<file path="src/rtl/systolic_feeder_pkg.sv">
// Shared constants and FSM encoding for the systolic operand feeder.
// Latency: n/a (declarations only).
// Backpressure: n/a.
package systolic_feeder_pkg;

   localparam int DEF_N  = 4;
   localparam int DEF_DW = 8;

   localparam logic SEL_A = 1'b0;
   localparam logic SEL_B = 1'b1;

   typedef enum logic [1:0] {
      ST_IDLE  = 2'd0,
      ST_FEED  = 2'd1,
      ST_FLUSH = 2'd2,
      ST_DONE  = 2'd3
   } state_t;

endpackage

</file>
<file path="src/rtl/systolic_feeder_operand_buffer.sv">
// NxN operand register file: one write port, N-lane diagonal read for skew index rd_k.
// Latency: write commits at the clock edge; read is combinational and forwards a same-cycle write.
// Backpressure: none; writes are gated by the owner.
module systolic_feeder_operand_buffer #(
   parameter int   N         = 4,
   parameter int   DW        = 8,
   parameter bit   COL_MAJOR = 1'b0,
   localparam int  IW        = $clog2(N),
   localparam int  KW        = $clog2(2 * N)
) (
   input  logic            clk,
   input  logic            rst,
   input  logic            wr_en,
   input  logic [IW-1:0]   wr_row,
   input  logic [IW-1:0]   wr_col,
   input  logic [DW-1:0]   wr_data,
   input  logic [KW-1:0]   rd_k,
   output logic [N*DW-1:0] rd_data
);

   logic [DW-1:0] mem [N][N];

   // storage: cleared by reset, single write port
   always_ff @(posedge clk or negedge rst) begin
      if (!rst) begin
         for (int r = 0; r < N; r++) begin
            for (int c = 0; c < N; c++) begin
               mem[r][c] <= '0;
            end
         end
      end else if (wr_en) begin
         mem[wr_row][wr_col] <= wr_data;
      end
   end

   // Lane l reads element (l, k-l) for A or (k-l, l) for B; outside the
   // diagonal the lane is zero. A write in the same cycle is forwarded so a
   // run started together with a write sees the new value.
   for (genvar l = 0; l < N; l++) begin : g_lane
      logic [KW:0]   diff;
      logic          in_rng;
      logic [IW-1:0] idx;
      logic [IW-1:0] row;
      logic [IW-1:0] col;
      logic          fwd;

      assign diff   = {1'b0, rd_k} - (KW+1)'(l);
      assign in_rng = !diff[KW] && (diff[KW-1:0] < KW'(N));
      assign idx    = diff[IW-1:0];
      assign row    = COL_MAJOR ? idx : IW'(l);
      assign col    = COL_MAJOR ? IW'(l) : idx;
      assign fwd    = wr_en && (wr_row == row) && (wr_col == col);
      assign rd_data[l*DW +: DW] = !in_rng ? '0 : (fwd ? wr_data : mem[row][col]);
   end

endmodule

</file>
<file path="src/rtl/systolic_feeder.sv">
// Streams buffered A rows / B columns into the systolic array edges with diagonal skew, then flushes.
// Latency: start at edge t -> first skewed operands at t+1; done pulse at t+3N-1.
// Backpressure: none; a run always completes, start and writes while busy are dropped.
module systolic_feeder
   import systolic_feeder_pkg::*;
#(
   parameter int  N  = DEF_N,
   parameter int  DW = DEF_DW,
   localparam int IW = $clog2(N)
) (
   input  logic            clk,
   input  logic            rst,
   input  logic            wr_en,
   input  logic            wr_sel,
   input  logic [IW-1:0]   wr_row,
   input  logic [IW-1:0]   wr_col,
   input  logic [DW-1:0]   wr_data,
   input  logic            start,
   output logic [N*DW-1:0] a_edge,
   output logic [N*DW-1:0] b_edge,
   output logic            feed_vld,
   output logic            busy,
   output logic            done,
   output logic            wr_err
);

   localparam int KW = $clog2(2 * N);

   state_t         state;
   state_t         state_nxt;
   logic [KW-1:0]  cnt;
   logic [KW-1:0]  cnt_nxt;
   logic           in_range;
   logic           wr_ok;
   logic [N*DW-1:0] rd_a;
   logic [N*DW-1:0] rd_b;

   // Only checked against N so non-power-of-2 arrays reject the spare indices.
   assign in_range = ({1'b0, wr_row} < (IW+1)'(N)) && ({1'b0, wr_col} < (IW+1)'(N));
   assign wr_ok    = wr_en && (state == ST_IDLE) && in_range;

   systolic_feeder_operand_buffer #(.N(N), .DW(DW), .COL_MAJOR(1'b0)) u_buf_a (
      .clk     (clk),
      .rst     (rst),
      .wr_en   (wr_ok && (wr_sel == SEL_A)),
      .wr_row  (wr_row),
      .wr_col  (wr_col),
      .wr_data (wr_data),
      .rd_k    (cnt_nxt),
      .rd_data (rd_a)
   );

   systolic_feeder_operand_buffer #(.N(N), .DW(DW), .COL_MAJOR(1'b1)) u_buf_b (
      .clk     (clk),
      .rst     (rst),
      .wr_en   (wr_ok && (wr_sel == SEL_B)),
      .wr_row  (wr_row),
      .wr_col  (wr_col),
      .wr_data (wr_data),
      .rd_k    (cnt_nxt),
      .rd_data (rd_b)
   );

   // state register and shared skew/flush counter
   always_ff @(posedge clk or negedge rst) begin
      if (!rst) begin
         state <= ST_IDLE;
         cnt   <= '0;
      end else begin
         state <= state_nxt;
         cnt   <= cnt_nxt;
      end
   end

   // next state: FEED holds k = 0..2N-2, FLUSH counts N-1 cycles, DONE lasts one
   always_comb begin
      state_nxt = state;
      cnt_nxt   = cnt;
      case (state)
         ST_IDLE: begin
            if (start) begin
               state_nxt = ST_FEED;
               cnt_nxt   = '0;
            end
         end
         ST_FEED: begin
            if (cnt == KW'(2 * N - 2)) begin
               state_nxt = ST_FLUSH;
               cnt_nxt   = '0;
            end else begin
               cnt_nxt = cnt + KW'(1);
            end
         end
         ST_FLUSH: begin
            if (cnt == KW'(N - 2)) begin
               state_nxt = ST_DONE;
               cnt_nxt   = '0;
            end else begin
               cnt_nxt = cnt + KW'(1);
            end
         end
         ST_DONE: begin
            state_nxt = ST_IDLE;
            cnt_nxt   = '0;
         end
         default: begin
            state_nxt = ST_IDLE;
            cnt_nxt   = '0;
         end
      endcase
   end

   // outputs registered from the next state so they line up with it
   always_ff @(posedge clk or negedge rst) begin
      if (!rst) begin
         a_edge   <= '0;
         b_edge   <= '0;
         feed_vld <= 1'b0;
         busy     <= 1'b0;
         done     <= 1'b0;
         wr_err   <= 1'b0;
      end else begin
         a_edge   <= (state_nxt == ST_FEED) ? rd_a : '0;
         b_edge   <= (state_nxt == ST_FEED) ? rd_b : '0;
         feed_vld <= (state_nxt == ST_FEED);
         busy     <= (state_nxt != ST_IDLE);
         done     <= (state_nxt == ST_DONE);
         wr_err   <= wr_en && !wr_ok;
      end
   end

endmodule
</file>
<file path="config.mk">
export PLATFORM = sky130hd
export DESIGN_NAME = systolic_feeder
export DESIGN_NICKNAME = d
export VERILOG_FILES = /design/src/rtl/systolic_feeder_pkg.sv /design/src/rtl/systolic_feeder_operand_buffer.sv /design/src/rtl/systolic_feeder.sv
export SDC_FILE = /design/constraint.sdc
export NUM_CORES = 1
export LEC_CHECK = 0
export ABC_AREA = 1
export ABC_CLOCK_PERIOD_IN_PS = 3950
export BUFFER_PORTS_ARGS = -buffer_cell sky130_fd_sc_hd__buf_4
export CORE_MARGIN = 4
export CORE_UTILIZATION = 33
export CTS_BUF_LIST = sky130_fd_sc_hd__clkbuf_4
export DETAILED_ROUTE_END_ITERATION = 16
export PLACE_DENSITY_LB_ADDON = 0.3
export SLEW_MARGIN = 40
export SYNTH_ARGS = -nofsm -noshare
export SYNTH_HDL_FRONTEND = slang
export SYNTH_SLANG_ARGS = --single-unit
</file>
<file path="constraint.sdc">
create_clock -name clk -period 3.95 [get_ports clk]
set_input_delay 0.1975 -clock clk [delete_from_list [all_inputs] [get_ports clk]]
set_output_delay 0.1975 -clock clk [all_outputs]
set_load 0.02 [all_outputs]
</file>
Word-level counts from Yosys, hierarchy flattened:

Index checks and enable logic that the tools add are counted.

* register bits: 329
* input bits: 17
* output and inout port bits: 68
* word-level logic and storage cells: 173

* add/subtract/negate cells: 4
* magnitude comparators: 12
* eq/ne operators: 21
* multiplexer cells: 56
* bitwise logic cells: 7
* reduce and logical (&&, ||, !) cells: 33

Operators by type and width (number)
* 32-bit binary-select mux with 2-bit select: 4
* 128-bit bitwise mux: 2
* 8-bit two-way mux: 27
* 32-bit two-way mux: 5
* 8-bit binary-select mux with 2-bit select: 4
* 32-bit demux with 2-bit select: 1
* 24-bit two-way mux: 2
* 16-bit two-way mux: 2
* 1-bit logical AND: 25
* 3-bit >= comparator (second input constant): 6
* 2-bit NOT with 3-bit output: 6
* 8-bit demux with 2-bit select: 1
* 2-bit == test: 8
* 2-bit == test (second input constant): 7
* 3-bit < comparator (second input constant): 4
* 3-bit case mux with 4 select lines: 1
* 3-bit two-way mux: 3
* 2-bit by 1-bit == test with 1-bit output (second input constant): 4
* 2-bit case mux with 4 select lines: 1
* 3-bit by 2-bit subtractor with 4-bit output (second input constant): 2
* 2-bit logical NOT: 3
* 3-bit by 1-bit < comparator with 1-bit output (second input constant): 2
* 2-bit two-way mux: 3
* 1-bit logical NOT: 4
* 6 further kinds: 6

Depth between registers and ports, before layout:

* depth after elaboration: 11
* gate-level depth with buffers: 16
* mapped depth without buffers: 13

Cells and area by module:

Synthesis repeated with hierarchy kept, for this count alone.

* cells, all modules: 2066
* area, all modules: 15892.7 µm²

By module, submodules not included
* systolic_feeder_operand_buffer (u_buf_a): instances 1, cells an instance 919, area an instance 6641.4 µm², seq. area each 3203.1 µm²
* systolic_feeder_operand_buffer (u_buf_b): instances 1, cells an instance 901, area an instance 6573.8 µm², seq. area each 3203.1 µm²
* systolic_feeder: instances 1, cells an instance 246, area an instance 2677.6 µm², seq. area each 1826.8 µm²

Worst setup path after synthesis:

Ideal clock, no wire load.

* path kind: register -> register
* start point: register cnt[0]
* end point: register a_edge[10]
* setup time: 0.071 ns
* arrival time: 2.657 ns
* data required time: 3.879 ns
* path slack: 1.222 ns
* cell stages (with the launch flop): 16
* path buffers: 3
* clock period less this slack: 2.728 ns
* path through: dfrtp_1 inv_1 ha_1 nand2_1 nand3_1 nand3_2 buf_4 buf_2 ha_1 clkbuf_1 xnor2_1 nor2_2 nand2_2 nand2_1 nor2_1 nor2_1

* cells in the longest elaborated chain, start to end: 11
* elaborated cells between the ends (all ways): 24
* those cells by class: 2 x add/sub; 1 x order compare; 4 x eq/ne; 13 x mux; 1 x bitwise; 3 x reduce/logical

RTL lines
* from (decl): RTL line systolic_feeder.sv:31 `logic [KW-1:0] cnt;`
* from (signal assigned): RTL line systolic_feeder.sv:71 `cnt <= cnt_nxt;`
* 3-bit by 1-bit adder with 3-bit output (tied with other cells): RTL line systolic_feeder.sv:91, systolic_feeder.sv:99
* 3-bit two-way mux, on equally long branches: RTL line systolic_feeder.sv:95, systolic_feeder.sv:87
* 3-bit case mux with 4 select lines: RTL line systolic_feeder.sv:79 `case (state)`
* 3-bit by 1-bit subtractor with 4-bit output: RTL line systolic_feeder_operand_buffer.sv:47 `assign diff = {1'b0, rd_k} - (KW+1)'(l);`
* 2-bit NOT with 3-bit output (not written as such): RTL line systolic_feeder_operand_buffer.sv:53 `assign rd_data[l*DW +: DW] = !in_rng ? '0 : (fwd ? wr_data : mem[row][col]);`
* 8-bit binary-select mux with 2-bit select: RTL line systolic_feeder_operand_buffer.sv:53
* 8-bit two-way mux (not written as such) (2 in a row): RTL line systolic_feeder_operand_buffer.sv:53
* 8-bit two-way mux (2 in a row): RTL line systolic_feeder_operand_buffer.sv:53
* 32-bit two-way mux *: RTL line systolic_feeder.sv:123 `a_edge <= (state_nxt == ST_FEED) ? rd_a : '0;`
* to (signal assigned): RTL line systolic_feeder.sv:123
* to (decl): RTL line systolic_feeder.sv:19 `output logic [N*DW-1:0] a_edge,`

Every way passes the cells marked *; elsewhere a longest branch is shown, timed or not. The select of a mux whose other input is x is not followed.
A chain may end at the register's enable or synchronous reset.

Worst setup path after layout:

* start point: register cnt[0]
* end point: register b_edge[8]

* cells in the longest elaborated chain, start to end: 11
* elaborated cells between the ends (all ways): 25
* those cells by class: 2 x add/sub; 1 x order compare; 4 x eq/ne; 13 x mux; 1 x bitwise; 4 x reduce/logical

RTL lines
* 3-bit by 1-bit adder with 3-bit output (tied with other cells): RTL line systolic_feeder.sv:91, systolic_feeder.sv:99
* 3-bit two-way mux, on equally long branches: RTL line systolic_feeder.sv:95, systolic_feeder.sv:87
* 3-bit case mux with 4 select lines: RTL line systolic_feeder.sv:79
* 3-bit by 1-bit subtractor with 4-bit output: RTL line systolic_feeder_operand_buffer.sv:47
* 2-bit NOT with 3-bit output (not written as such): RTL line systolic_feeder_operand_buffer.sv:53
* 32-bit binary-select mux with 2-bit select: RTL line systolic_feeder_operand_buffer.sv:53
* 24-bit two-way mux (not written as such) (2 in a row): RTL line systolic_feeder_operand_buffer.sv:53
* 8-bit two-way mux (2 in a row): RTL line systolic_feeder_operand_buffer.sv:53
* 32-bit two-way mux *: RTL line systolic_feeder.sv:124 `b_edge <= (state_nxt == ST_FEED) ? rd_b : '0;`
* to (signal assigned): RTL line systolic_feeder.sv:124
* to (decl): RTL line systolic_feeder.sv:20 `output logic [N*DW-1:0] b_edge,`

Marked as above.

==> impl_results.md <==
- H-tree levels: 3
- Startpoint class of the critical path: register
- Tcrit/Tclk final: 77.4%
- Input/output buffers: 84
- CTS resizes: 0
- Post-synthesis instance total: 1956
- MaxCap Viol Count: 0
- Pleak: 8.68 nW
- Layout cell share with drive strength beyond 1: 14.7%
- Vias: 13200
- Post-CTS setup buffer count: 0
- Seq pwr share: 32.1%
- Largest family of logic cells by synthesized area: simple AND/OR/NAND/NOR gates
- Area grow syn2layout: 15.1%
- Async S/R FF share, synth: 100%
- Critical Path RT: 4.65 ns
- Cell area after synthesis: 15500 um^2
- Hold Crit Class: input pin to register
- WL final: 46300 um
- Initial Utilization: 33.3%
- Reg clk slew, reported paths: 0.06 ns
- Drt pass-1 iters: 6
- Max Buffers Root-to-Sink: 3
- Clk_lat worst skew: 0.81 ns
- CTS sink count: 329
- Synth Flop Type: dfrtp_1
- Finish-stage setup viols: 0
- Yosys cell types: 33
- Switching Fraction: 44.9%
- Grt total ovfl: 0
- #FFs+latches synth: 329
- CTS root buf: clkbuf_4
- CP dominant cell by count: nand3_1
- Internal Power: 0.00838 W
- Worst Tran Pin Value: 0.820 ns
- Critical Path Max Stage Delay: 0.46 ns
- Dpl hpwl: 28900 um
- Post-synthesis xor/xnor area fraction: 0.170%
- Tot GR Track Use: 18.6%
- Crit path max fanout: 39
- Cts hold-fix bufs: 15
- Setup TNS: 0 ns
- Max Clock Freq: 0.327 GHz
- Inserted Clock Buffers: 90
- Post-synthesis compound-gate area fraction: 10.0%
- Commonest non-fill, non-tap cell in the layout: nand2_1
- DIE WIDTH: 225 um
- Syn Nets: 1980
- Commonest cells after routing, fill and taps aside: nand2_1, dfrtp_1, inv_1, o21ai_0, nor2_1
- PwrDens: 854 nW/um^2
- Slew Viols, Final: 0
- Hold Vio Cnt, Final: 0
- Min Tclk post-route: 3.06 ns
- Final antenna-violating net count: 0
- Worst Skew: 0.0388 ns
- Post-synthesis mux area share: 0%
- Gate power share: 48.3%
- Critical path arrival: 3.75 ns
- Outcome: finished, final reports clean
- CP max stage cell: buf_4
- Drt via density: 4.86
- Initial antenna violation count: 1
- Gpl congestion: 0.821
- CP Class: register to register
- Global-route wire length before repair: 73900 um
- Cell Rows: 79
- Avg Cell Area, Syn: 7.91 um^2
- Vias in the first global route: 13300
- Fin nets: 2083
- Clk network pwr share: 19.5%
- Largest net degree at the start of global routing: 106
- Dpl cells: 2557
- Synth Warn #: 0
- Post-synth EDFFs: 0
- Post-Layout Cell Count: 2724
- Unrepaired setup endpoints after global routing: false
- Chip height: 225 um
- Drt initial violations: 1173
- Num ports: 85
- Sw power: 0.00683 W
- Die Area: 50400 um^2
- DRC Markers: 0
- Peak supply drop: 0.557 mV
- Post-synthesis sequential area ratio: 53.2%
- Crit end category: register
- Relative slew slack: 45.3%
- Cells along the critical path: inv_1, ha_1, nand2_1, nand3_1, nand3_1, buf_4, inv_1, ha_1, nand3_1, nand3_1, nor2_4, nand2_1, nor2_1
- Simple-gate share of the synthesized area: 27.4%
- DR WL/cell: 17.0 um
- Post-synthesis adder-cell area fraction: 0.566%
- Core Region: 46500 um^2
- CTS tree: built
-- flip-flops by register name, summed over array words and instances (netlist names) --
signal,flops
u_buf_a.mem,128
u_buf_b.mem,128
a_edge,32
b_edge,32
cnt,3
state,2
busy,1
done,1
feed_vld,1
wr_err,1
-- kinds of logic (layout without fill, tap and decap cells) --
| logic type | Yosys count | in the layout |
|---|---|---|
| compound gates | 301 | 301 |
| other cells | 0 | 4 |
| fa+ha+maj | 7 | 7 |
| xor+xnor | 3 | 3 |
| flops | 329 | 329 |
| simple gates | 995 | 995 |
| buf+inv | 321 | 478 |
-- power by group through the flow --
stage	sequential (W)	clock [W]	combinational [W]
final	0.00489	0.00297	0.00735
after floorplan	0.00512	0	0.00492
after detailed placement	0.00494	0	0.00733
after global placement	0.00493	0	0.00725
after global routing	0.00500	0.00326	0.00826
after CTS	0.00490	0.00308	0.00737
-- path summary, 6_finish.rpt --
check | startpoint | endpoint | slack (ns) | cells after the start
worst max-delay path | cnt[0] | b_edge[8] | 0.89 | 13
worst min-delay path | wr_sel | u_buf_a.mem[31] | 0.16 | 5
worst max register to register | cnt[0] | b_edge[8] | 0.89 | 13
worst min register to register | u_buf_b.mem[109] | u_buf_b.mem[109] | 0.48 | 2
max in group asynchronous | rst | u_buf_b.mem[4] | 2.36 | 5
min in group asynchronous | rst | u_buf_a.mem[32] | 0.45 | 3
-- per-stage QoR --
| step | hold slack [ns] | worst slack, ns | cell area [um^2] | total power, W | util (%) |
|---|---|---|---|---|---|
| after floorplan | -0.0981 | 1.22 | 15500 | 0.0100 | - |
| after global placement | 0.313 | 1.04 | 16500 | 0.0122 | 35.5 |
| after detailed placement | 0.328 | 0.944 | 16500 | 0.0123 | 35.6 |
| after CTS | 0.0251 | 0.909 | 17800 | 0.0153 | 38.2 |
| after global routing | 0.0956 | 0.646 | 17800 | 0.0165 | 38.3 |
| final | 0.156 | 0.894 | 17800 | 0.0152 | 38.3 |
-- cell usage after synthesis (all sizes together), types with 6 or more instances --
library cell / count / area share (%)
dfrtp: 329 / 53
nor3: 6 / 0.47
clkbuf: 51 / 1.2
nand3: 149 / 4.9
ha: 7 / 0.57
buf: 62 / 2.4
nor2: 214 / 5.7
inv: 208 / 5.0
a21oi: 86 / 2.8
o21ai: 210 / 7.0
nand2: 585 / 14
nand4: 38 / 1.5
-- worst max-delay path, delay by kind of cell (launching register included) --
kind	cells	cell delay, ns
AND/OR/NAND/NOR	8	1.33
flip-flops	1	0.39
buffers and inverters	3	0.76
adder cells (fa/ha/maj)	2	0.47
-- final cells by class --
| type | count | area [um^2] |
|---|---|---|
| fillers | 4888 | 28600 |
| clock inverters | 23 | 140 |
| inverters | 208 | 781 |
| diodes | 4 | 10.0 |
| well taps | 607 | 759 |
| multi-input cells | 1306 | 5940 |
| repair buffers | 124 | 1030 |
| clock buffers | 123 | 923 |
| flip-flops and latches | 329 | 8230 |
-- layer usage --
metal / vias to the layer above / global-route usage (%) / wire (um)
li1: 6411 / - / -
met1: 6319 / 25.0 / 20600
met2: 425 / 30.2 / 21700
met3: 80 / 4.57 / 3090
met4: 0 / 5.24 / 882
met5: - / 0 / 0
Note: power is estimated with default switching activity, not from simulation.
